==> src/rtl/cpu_fetch_unit.sv <==
// Instruction fetch unit: credit-limited imem requests feeding a 2-entry {pc, instruction} buffer to decode.
// Define FETCH_ALIGN_CHECK_EN to fault on misaligned redirect targets instead of silently aligning them.
module cpu_fetch_unit #(
  parameter logic [31:0] RESET_PC = 32'h0000_0000
) (
  input  logic        clk,
  input  logic        rst,
  output logic        o_imem_req,
  output logic [31:0] o_imem_addr,
  input  logic        i_imem_gnt,
  input  logic        i_imem_rvalid,
  input  logic [31:0] i_imem_rdata,
  input  logic        i_redirect,
  input  logic [31:0] i_redirect_pc,
  output logic        o_valid,
  output logic [31:0] o_instruction,
  output logic [31:0] o_pc,
  input  logic        i_ready,
  output logic        o_fault
);

  typedef enum logic [1:0] {S_RESET, S_FETCH, S_DRAIN} state_t;

  state_t      state;
  logic [31:0] fetch_pc;
  logic [1:0]  outstanding;
  logic [1:0]  outstanding_next;
  logic [2:0]  credits_used;

  logic [1:0]  count;
  logic        rd_ptr;
  logic        wr_ptr;
  logic [31:0] pc_mem [2];
  logic [31:0] instr_mem [2];

  logic        addr_rd;
  logic        addr_wr;
  logic [31:0] addr_mem [2];

  logic        grant;
  logic        resp;
  logic        push;
  logic        pop;
  logic        blocked;
  logic [31:0] target_pc;

  // A pop in the same cycle frees its slot, which is what lets zero-wait memory sustain one word per cycle
  assign o_valid      = (count != 2'd0);
  assign pop          = o_valid && i_ready;
  assign credits_used = {1'b0, outstanding} + {1'b0, count} - {2'b00, pop};
  assign o_imem_req   = (state == S_FETCH) && !blocked && (credits_used < 3'd2);
  assign o_imem_addr  = (state == S_RESET) ? 32'h0 : (fetch_pc & ~32'h3);
  assign grant        = o_imem_req && i_imem_gnt;
  assign resp         = i_imem_rvalid && (outstanding != 2'd0);
  assign push         = resp && (state == S_FETCH) && !i_redirect;

  assign outstanding_next = outstanding + {1'b0, grant} - {1'b0, resp};

  assign o_pc          = pc_mem[rd_ptr];
  assign o_instruction = instr_mem[rd_ptr];

`ifdef FETCH_ALIGN_CHECK_EN
  logic fault;

  assign target_pc = i_redirect_pc;
  assign blocked   = fault;
  assign o_fault   = fault;

  always_ff @(posedge clk or posedge rst) begin
    if (rst) begin
      fault <= 1'b0;
    end else if (i_redirect) begin
      fault <= (i_redirect_pc[1:0] != 2'b00);
    end
  end
`else
  assign target_pc = i_redirect_pc & ~32'h3;
  assign blocked   = 1'b0;
  assign o_fault   = 1'b0;
`endif

  // Every response still in flight at a redirect is stale; drain them before fetching again
  always_ff @(posedge clk or posedge rst) begin
    if (rst) begin
      state       <= S_RESET;
      fetch_pc    <= RESET_PC;
      outstanding <= 2'd0;
    end else begin
      outstanding <= outstanding_next;
      if (i_redirect) begin
        fetch_pc <= target_pc;
        state    <= (outstanding_next != 2'd0) ? S_DRAIN : S_FETCH;
      end else begin
        if (grant) begin
          fetch_pc <= fetch_pc + 32'd4;
        end
        case (state)
          S_RESET: state <= S_FETCH;
          S_FETCH: state <= S_FETCH;
          S_DRAIN: if (outstanding_next == 2'd0) state <= S_FETCH;
          default: state <= S_RESET;
        endcase
      end
    end
  end

  always_ff @(posedge clk or posedge rst) begin
    if (rst) begin
      addr_rd <= 1'b0;
      addr_wr <= 1'b0;
      for (int i = 0; i < 2; i++) begin
        addr_mem[i] <= 32'h0;
      end
    end else begin
      if (grant) begin
        addr_mem[addr_wr] <= o_imem_addr;
        addr_wr           <= ~addr_wr;
      end
      if (resp) begin
        addr_rd <= ~addr_rd;
      end
    end
  end

  always_ff @(posedge clk or posedge rst) begin
    if (rst) begin
      count  <= 2'd0;
      rd_ptr <= 1'b0;
      wr_ptr <= 1'b0;
      for (int i = 0; i < 2; i++) begin
        pc_mem[i]    <= 32'h0;
        instr_mem[i] <= 32'h0;
      end
    end else if (i_redirect) begin
      count  <= 2'd0;
      rd_ptr <= 1'b0;
      wr_ptr <= 1'b0;
    end else begin
      if (push) begin
        pc_mem[wr_ptr]    <= addr_mem[addr_rd];
        instr_mem[wr_ptr] <= i_imem_rdata;
        wr_ptr            <= ~wr_ptr;
      end
      if (pop) begin
        rd_ptr <= ~rd_ptr;
      end
      if (push && !pop) begin
        count <= count + 2'd1;
      end else if (pop && !push) begin
        count <= count - 2'd1;
      end
    end
  end

endmodule

==> config.mk <==
export PLATFORM = sky130hd
export DESIGN_NAME = cpu_fetch_unit
export DESIGN_NICKNAME = d
export VERILOG_FILES = /design/src/rtl/cpu_fetch_unit.sv
export SDC_FILE = /design/constraint.sdc
export NUM_CORES = 1
export LEC_CHECK = 0
export CAP_MARGIN = 20
export CORE_MARGIN = 4
export CORE_UTILIZATION = 50
export DETAILED_ROUTE_END_ITERATION = 16
export MAX_ROUTING_LAYER = met4
export PLACE_DENSITY_LB_ADDON = 0.12
export SYNTH_ARGS = -nofsm -noshare
export SYNTH_HDL_FRONTEND = slang
export SYNTH_SLANG_ARGS = --single-unit
==> constraint.sdc <==
create_clock -name clk -period 10.94 [get_ports clk]
set_input_delay 2.188 -clock clk [delete_from_list [all_inputs] [get_ports clk]]
set_output_delay 2.188 -clock clk [all_outputs]
set_load 0.1 [all_outputs]
==> results_dict.tcl, run 1 <==
set metrics [dict create \
    avgSynthCellArea_sq_um 10.5 \
    num_vias 7587 \
    synth_simple_gate_area_share_pct 13.4 \
    first_pass_iters 5 \
    rows 52 \
    synthAdderAreaFrac_pct 0.795 \
    coreArea_sq_mm 0.0204 \
    grt_antenna_before_repair 0 \
    ff2ff_path_depth 15 \
    fin_crit_ns 7.97 \
    ys_warn_count 0 \
    yosysTopAreaCell "dfrtp_1" \
    synthTopCellsByArea "dfrtp_1, mux2_2, nand2_1" \
    area_delta_synth_final_pct 25.1 \
    tns_ns 0 \
    route.met3.wl_mm 1.19 \
    synth_top_family_by_area "multiplexers" \
    clk_pin_slew_ns 0.06 \
    htreeDepth 1 \
    clock_latency_ns 0.51 \
    slew_headroom_pct 28.1 \
    drt-vias-per-instance 5.38 \
    post_cts_resized 0 \
    reg2reg_slack_ns 6.72 \
    hpwl_mm 15.4 \
    post_cts_buffers 0 \
    drc 0 \
    grt-ovfl-total 0 \
    grt_setup_unrepaired "false" \
    cp_max_fo 13 \
    synth_top_cell_area_share_pct 53.9 \
    r2r-start "count[0]" \
    required_ns 8.75 \
    wirelength_mm 23.6 \
    netlist_instances 993 \
    die_y_microns 152 \
    synth_edf_count 0 \
    fillers 1693 \
    synth_area_sq_mm 0.0104 \
    ys_seq_area_share_pct 53.9 \
    die_x_microns 152 \
    fin_skew_ns 0.0193 \
    drtAntennaViolNets 0 \
    ys_seq_elements 224 \
    highest_layer "met4" \
    drv_slew 0 \
    synthFlopType "dfrtp_1" \
    holdPathStages 2 \
    route.met2.wl_mm 11.1 \
    grt_pass1_vias 7509 \
    fin_crit_sh_pct 72.9 \
    cts_tree "done" \
    port_buffers 161 \
    hold_viol_final 0 \
    wl_met1_mm 11.0 \
    arrival_ns 5.79 \
    synth_compound_area_share_pct 9.24 \
    endpoint_kind "output port" \
    status "complete, no violations" \
    grt_pass1_wl_mm 39.2 \
    async_flop_share_pct 100 \
    globalplace.congestion 0.916 \
    setup_viol 0 \
    hold_class "flop to flop" \
    grt_usage_pct 20.8 \
    grt_max_degree 148 \
    crit_type "input pin to output port" \
    drt_iter0_markers 558 \
    worstMarginPinSlew_ns 1.08 \
    die_area_sq_mm 0.0231 \
    synth-xor-area-share_pct 1.43 \
    ys_types 52 \
    rr_endpoint "state[0]" \
    cts_buffer_depth 3 \
    synthMuxAreaShare_pct 16.7 \
    numClockSinks 224 \
    wl_per_cell_microns 16.7 \
    antennaDiodeCount 0 \
    io-pin-count 169 \
    cap_viol_max_count 0 \
    holdPathEnd "addr_mem[3]" \
    initial_utilization_pct 51.0 \
    cp-start-kind "input pin" \
    root_buffer "clkbuf_16" \
    finish.net_count 1201 \
    fmax_ghz 0.125 \
    hold_buffers 0 \
    drive_above_1_share_pct 16.5 \
    worstHoldStart "addr_mem[3]" \
    numCtsBuffers 24 \
]
[worst max-delay path, cell delays in order]
cell and delay (ns):
clkdlybuf4s50_1 0.50, o21ai_0 0.18, inv_1 0.10, ha_1 0.22, nand2b_1 0.15, fa_1 0.41
xnor2_1 0.86, nor3b_1 0.16, clkdlybuf4s50_1 1.02
[worst max-delay path by stage]
stage                     cells past startpoint    start            to
after global routing                          9  i_ready    o_imem_req
after floorplan                               1      rst  addr_mem[10]
after global placement                        9  i_ready    o_imem_req
after CTS                                     9  i_ready    o_imem_req
after detailed placement                      9  i_ready    o_imem_req
final                                         9  i_ready    o_imem_req
[placed cells by master, fill, tap and decap left out, types with 2 or more instances in the layout]
| master | netlist | routed |
|---|---|---|
| nand4_1 | 15 | 15 |
| nand2_1 | 119 | 119 |
| o21ai_0 | 79 | 79 |
| clkdlybuf4s50_1 | 0 | 161 |
| nand2b_1 | 4 | 4 |
| buf_4 | 7 | 8 |
| clkinv_2 | 0 | 5 |
| or3_1 | 8 | 8 |
| nor2_1 | 82 | 82 |
| clkbuf_1 | 48 | 2 |
| nor3b_1 | 2 | 2 |
| conb_1 | 1 | 5 |
| a31oi_1 | 13 | 13 |
| nand4b_1 | 2 | 2 |
| and2_1 | 2 | 2 |
| and3_1 | 3 | 3 |
| nor2b_1 | 5 | 5 |
| or2_2 | 3 | 3 |
| or4_1 | 13 | 13 |
| nand3b_1 | 2 | 2 |
| ha_1 | 5 | 5 |
| mux2_2 | 126 | 126 |
| nand3_1 | 17 | 16 |
| xnor2_1 | 13 | 13 |
| dfrtp_1 | 224 | 223 |
| nand3_2 | 1 | 2 |
| nor3_1 | 7 | 7 |
| a21oi_1 | 63 | 63 |
| clkbuf_16 | 0 | 25 |
| o211ai_1 | 2 | 2 |
| xor2_1 | 4 | 4 |
| nor4_2 | 0 | 2 |
| clkbuf_8 | 0 | 9 |
| inv_1 | 43 | 42 |
| nor4_1 | 8 | 6 |
| mux2i_1 | 32 | 32 |
| o31ai_1 | 9 | 9 |
[Yosys cell counts (7+ instances only)]
cell and n:
or3_1 8, nor4_1 8, mux2_2 126, or4_1 13
o31ai_1 9, nand2_1 119, nor2_1 82, a31oi_1 13
o21ai_0 79, dfrtp_1 224, buf_2 12, clkbuf_1 48
a21oi_1 63, nand3_1 17, mux2i_1 32, nor3_1 7
buf_4 7, xnor2_1 13, inv_1 43, nand4_1 15
[sequential cells by signal, summed over array words and instances (netlist names)]
name / count
instr_mem: 64
addr_mem: 60
pc_mem: 60
fetch_pc: 30
count: 2
outstanding: 2
state: 2
addr_rd: 1
addr_wr: 1
rd_ptr: 1
wr_ptr: 1
[layer usage]
| metal | global-route usage [%] | vias up |
|---|---|---|
| met5 | - | - |
| met4 | 3.90 | 0 |
| met3 | 2.95 | 25 |
| met2 | 32.6 | 178 |
| met1 | 29.4 | 3683 |
| li1 | - | 3701 |
[area by class of cell]
type                    instances  area [sq um]  area share, %
multi-input cells             661          4350           33.5
repair buffers                171          1720           13.2
clock inverters                 6          55.1          0.424
flip-flops and latches        224          5610           43.1
well taps                     270           338           2.60
inverters                      43           169           1.30
clock buffers                  36           757           5.82
[logic make-up (layout without fill, tap and decap cells)]
family / Yosys count / after routing
buffers and inverters: 112 / 256
AO/OA/AOI/OAI: 176 / 176
adder cells (fa/ha/maj): 6 / 6
flip-flops: 224 / 224
XOR/XNOR: 17 / 17
multiplexers: 158 / 158
AND/OR/NAND/NOR: 299 / 299
other: 1 / 5
[per-stage QoR]
step	util (%)	hold slack (ns)	instance area, sq um	cells	worst slack [ns]
2_1_floorplan	-	0.449	10400	997	2.62
3_3_place_gp	59.6	0.460	12100	1367	3.03
3_5_place_dp	59.6	0.469	12100	1367	3.00
4_1_cts	63.6	0.482	13000	1409	2.99
5_1_grt	63.8	0.494	13000	1411	2.78
6_report	63.8	0.476	13000	1411	2.97
Power of run 1 is left out: the tool's default activity adds up to more than one toggle a clock period on the data nets, which glitch-free logic cannot reach.
==> run 2, diff against run 1 <==
CORE_UTILIZATION = 49   (was 50)
clock period = 6.8 ns   (was 10.94 ns; I/O delays follow)
==> results_dict.tcl, run 2 (same netlist as run 1, synthesis figures left out) <==
set metrics [dict create \
    status "complete, no violations" \
    num_vias 7580 \
    reg_top3 "instr_mem (64), addr_mem (60), pc_mem (60)" \
    post_cts_resized 0 \
    post_cts_buffers 0 \
    drc 0 \
    fin_crit_ns 5.67 \
    hold_buffers 0 \
    largest_reg_flops 64 \
    cap_viol_max_count 0 \
    rows 53 \
    grt-ovfl-total 0 \
    clk_pin_slew_ns 0.06 \
    cp_max_fo 13 \
    drtAntennaViolNets 0 \
    area_delta_synth_final_pct 25.2 \
    crit_type "input pin to output port" \
    arrival_ns 4.31 \
    wirelength_mm 24.0 \
    hold_class "flop to flop" \
    endpoint_kind "output port" \
    hpwl_mm 15.9 \
    required_ns 5.44 \
    die_x_microns 154 \
    drive_above_1_share_pct 16.7 \
    root_buffer "clkbuf_16" \
    grt_max_degree 123 \
    htreeDepth 1 \
    worstMarginPinSlew_ns 1.07 \
    holdPathStages 2 \
    drt_iter0_markers 487 \
    drt-vias-per-instance 5.34 \
    hold_viol_final 0 \
    grt_setup_unrepaired "false" \
    r2r-start "count[0]" \
    worstHoldStart "addr_mem[17]" \
    wl_per_cell_microns 16.9 \
    port_buffers 161 \
    first_pass_iters 5 \
    setup_viol 0 \
    slew_headroom_pct 28.2 \
    grt_pass1_vias 7485 \
    tns_ns 0 \
    coreArea_sq_mm 0.0210 \
    clock_latency_ns 0.51 \
    numClockSinks 224 \
    globalplace.congestion 0.869 \
    die_y_microns 154 \
    reg2reg_slack_ns 2.57 \
    holdPathEnd "addr_mem[17]" \
    finish.net_count 1203 \
    grt_usage_pct 20.6 \
    regMostFlops "instr_mem" \
    fin_crit_sh_pct 83.3 \
    ff2ff_path_depth 15 \
    fmax_ghz 0.176 \
    drv_slew 0 \
    cts_buffer_depth 3 \
    fin_skew_ns 0.0178 \
    mostFrequentLayoutCells "dfrtp_1, clkdlybuf4s50_1, mux2_2" \
    numCtsBuffers 24 \
    rr_endpoint "state[0]" \
    grt_antenna_before_repair 0 \
    initial_utilization_pct 49.6 \
    cp-start-kind "input pin" \
    die_area_sq_mm 0.0236 \
    final_common_cell "dfrtp_1" \
    grt_pass1_wl_mm 39.3 \
    io-pin-count 169 \
    antennaDiodeCount 0 \
    cts_tree "done" \
]
## run 2: through the flow
| step | utilization [%] | cell area [sq um] | std cells | setup WS [ns] | hold WS, ns |
|---|---|---|---|---|---|
| 2_1_floorplan | - | 10400 | 997 | 0.433 | 0.449 |
| 3_3_place_gp | 58.1 | 12200 | 1375 | 1.25 | 0.460 |
| 3_5_place_dp | 58.1 | 12200 | 1375 | 1.19 | 0.469 |
| 4_1_cts | 62.0 | 13000 | 1418 | 1.17 | 0.482 |
| 5_1_grt | 62.1 | 13000 | 1419 | 0.961 | 0.499 |
| 6_report | 62.1 | 13000 | 1419 | 1.13 | 0.478 |
## run 2: worst max path at each step
stage | cells after the start | slack (ns) | end | from
after CTS | 9 | 1.17 | o_imem_req | i_ready
after detailed placement | 9 | 1.19 | o_imem_req | i_ready
after floorplan | 8 | 0.43 | o_imem_req | i_ready
after global placement | 9 | 1.25 | o_imem_req | i_ready
after global routing | 9 | 0.96 | o_imem_req | i_ready
final | 9 | 1.13 | o_imem_req | i_ready
## run 2: worst max-delay path, cell delays in order
cell and delay, ns:
clkdlybuf4s50_1 0.50, o21ai_0 0.18, inv_1 0.09, ha_1 0.22, nand2b_1 0.16, fa_1 0.42, xnor2_1 0.87, nor3b_1 0.19
buf_4 0.30
## run 2: per-layer routing
| metal | wire length [microns] | part of all wire [%] | global-route usage [%] | vias to the layer above |
|---|---|---|---|---|
| li1 | - | - | - | 3691 |
| met1 | 11600 | 48 | 29.8 | 3672 |
| met2 | 11000 | 46 | 31.4 | 186 |
| met3 | 1010 | 4.2 | 2.87 | 31 |
| met4 | 394 | 1.6 | 4.67 | 0 |
| met5 | 0 | 0 | - | - |
## run 2: layout make-up
| class | count | area [sq um] |
|---|---|---|
| fill | 1751 | 7950 |
| sequential | 224 | 5610 |
| multi-input combinational | 661 | 4350 |
| timing repair buffer | 173 | 1720 |
| clock buffer | 33 | 706 |
| tap | 275 | 344 |
| inverter | 43 | 165 |
| clock inverter | 10 | 105 |
Power of run 2 is left out for the same reason.
==> run 3, diff against run 2 <==
clock period = 4.8 ns   (was 6.8 ns; I/O delays follow)
==> results_dict.tcl, run 3 (same netlist as run 1, synthesis figures left out) <==
set metrics [dict create \
    ff2ff_path_depth 15 \
    port_buffers 161 \
    wl_per_cell_microns 16.8 \
    multi_input_area_sq_mm 0.00436 \
    cts_tree "done" \
    num_vias 7625 \
    globalplace.congestion 0.850 \
    root_buffer "clkbuf_16" \
    coreArea_sq_mm 0.0210 \
    htreeDepth 1 \
    drc 0 \
    first_pass_iters 4 \
    drt-vias-per-instance 5.36 \
    setup_viol 0 \
    post_cts_resized 0 \
    grt_antenna_before_repair 0 \
    numCtsBuffers 24 \
    regMostFlops "instr_mem" \
    hold_class "flop to flop" \
    grt_usage_pct 20.9 \
    wirelength_mm 23.9 \
    numClockSinks 224 \
    wl_met1_mm 11.7 \
    crit_chain "clkdlybuf4s50_1 > o21ai_0 > inv_1 > ha_1 > nand2b_1 > fa_1 > xnor2_1 > nor3b_2 > buf_12" \
    hold_viol_final 0 \
    cts_buffer_depth 3 \
    slew_headroom_pct 31.7 \
    hpwl_mm 15.7 \
    grt_max_degree 90 \
    die_x_microns 154 \
    slowest_delay_ns 0.50 \
    crit_type "input pin to output port" \
    area_delta_synth_final_pct 26.0 \
    rows 53 \
    drtAntennaViolNets 0 \
    reg_top3 "instr_mem (64), addr_mem (60), pc_mem (60)" \
    tns_ns 0 \
    die_area_sq_mm 0.0236 \
    route.met3.wl_microns 987 \
    cp-start-kind "input pin" \
    fillers 1813 \
    finish.net_count 1205 \
    grt_setup_unrepaired "false" \
    fin_crit_ns 4.22 \
    holdPathEnd "addr_mem[57]" \
    final_common_cell "dfrtp_1" \
    grt_pass1_vias 7639 \
    worstHoldStart "addr_mem[57]" \
    holdPathStages 2 \
    initial_utilization_pct 49.6 \
    grt-ovfl-total 0 \
    worstMarginPinSlew_ns 1.02 \
    fmax_ghz 0.237 \
    mostFrequentLayoutCells "dfrtp_1, clkdlybuf4s50_1, mux2_2" \
    rr_endpoint "state[0]" \
    post_cts_buffers 0 \
    route.met2.wl_mm 10.8 \
    hold_buffers 0 \
    endpoint_kind "output port" \
    grt_pass1_wl_mm 39.9 \
    antennaDiodeCount 0 \
    fin_skew_ns 0.00835 \
    status "complete, no violations" \
    fin_crit_sh_pct 87.9 \
    drv_slew 0 \
    arrival_ns 3.26 \
    highest_layer "met4" \
    reg2reg_slack_ns 1.16 \
    cp_slowest_cell "clkdlybuf4s50_1" \
    clk_pin_slew_ns 0.06 \
    io-pin-count 169 \
    cap_viol_max_count 0 \
    die_y_microns 154 \
    cp_max_fo 3 \
    seq_area_sq_mm 0.00561 \
    drt_iter0_markers 469 \
    r2r-start "count[0]" \
    drive_above_1_share_pct 17.3 \
    clock_latency_ns 0.51 \
    required_ns 3.84 \
    largest_reg_flops 64 \
]
==> run 3: changes by cell type in the layout (fill, tap and decap cells not counted) <==
cell             before  now
buf_12                2    7
clkdlybuf4s50_1     160  157
clkinv_2              6    4
clkinvlp_4            3    5
clkinv_4              0    1
nor3b_1               2    1
nor3b_2               0    1
==> run 3: how the worst max path moves through the flow <==
| stage | startpoint | end | slack [ns] | cells after the start |
|---|---|---|---|---|
| final | i_ready | o_imem_req | 0.58 | 9 |
| after global routing | i_ready | o_imem_req | 0.44 | 9 |
| after CTS | i_ready | o_imem_req | 0.57 | 9 |
| after detailed placement | i_ready | state[0] | 0.35 | 16 |
| after global placement | i_ready | state[0] | 0.40 | 16 |
| after floorplan | i_ready | o_imem_req | 0.22 | 8 |
==> run 3: critical path, delay by kind of cell <==
family,cells,cell delay [ns]
AOI/OAI and AO/OA,1,0.18
xor gates and xnor gates,1,0.20
adders and majority gates,2,0.64
buffers and inverters,3,0.81
and+or+nand+nor,2,0.46
==> run 3: metal layers <==
layer	global-route usage (%)	up-vias
li1	-	3708
met1	30.6	3708
met2	31.1	173
met3	2.87	36
met4	5.05	0
met5	-	-
==> run 3: per-stage QoR <==
stage,area [sq um],util (%),cells,hold slack (ns),setup WS (ns)
detailed placement,12300,58.6,1378,0.469,0.348
floorplan,10400,-,997,0.449,0.222
CTS,13100,62.5,1422,0.482,0.572
global route,13100,62.5,1422,0.511,0.439
global placement,12300,58.6,1378,0.460,0.399
finish,13100,62.5,1422,0.478,0.583
==> run 3: cell type report <==
cell class / instances / area share (%)
Multi-Input combinational cell: 661 / 33.3
Clock buffer: 33 / 5.39
Sequential cell: 224 / 42.8
Inverter: 43 / 1.26
Tap cell: 275 / 2.63
Timing Repair Buffer: 175 / 13.7
Clock inverter: 11 / 0.908
Power of run 3 is left out for the same reason.
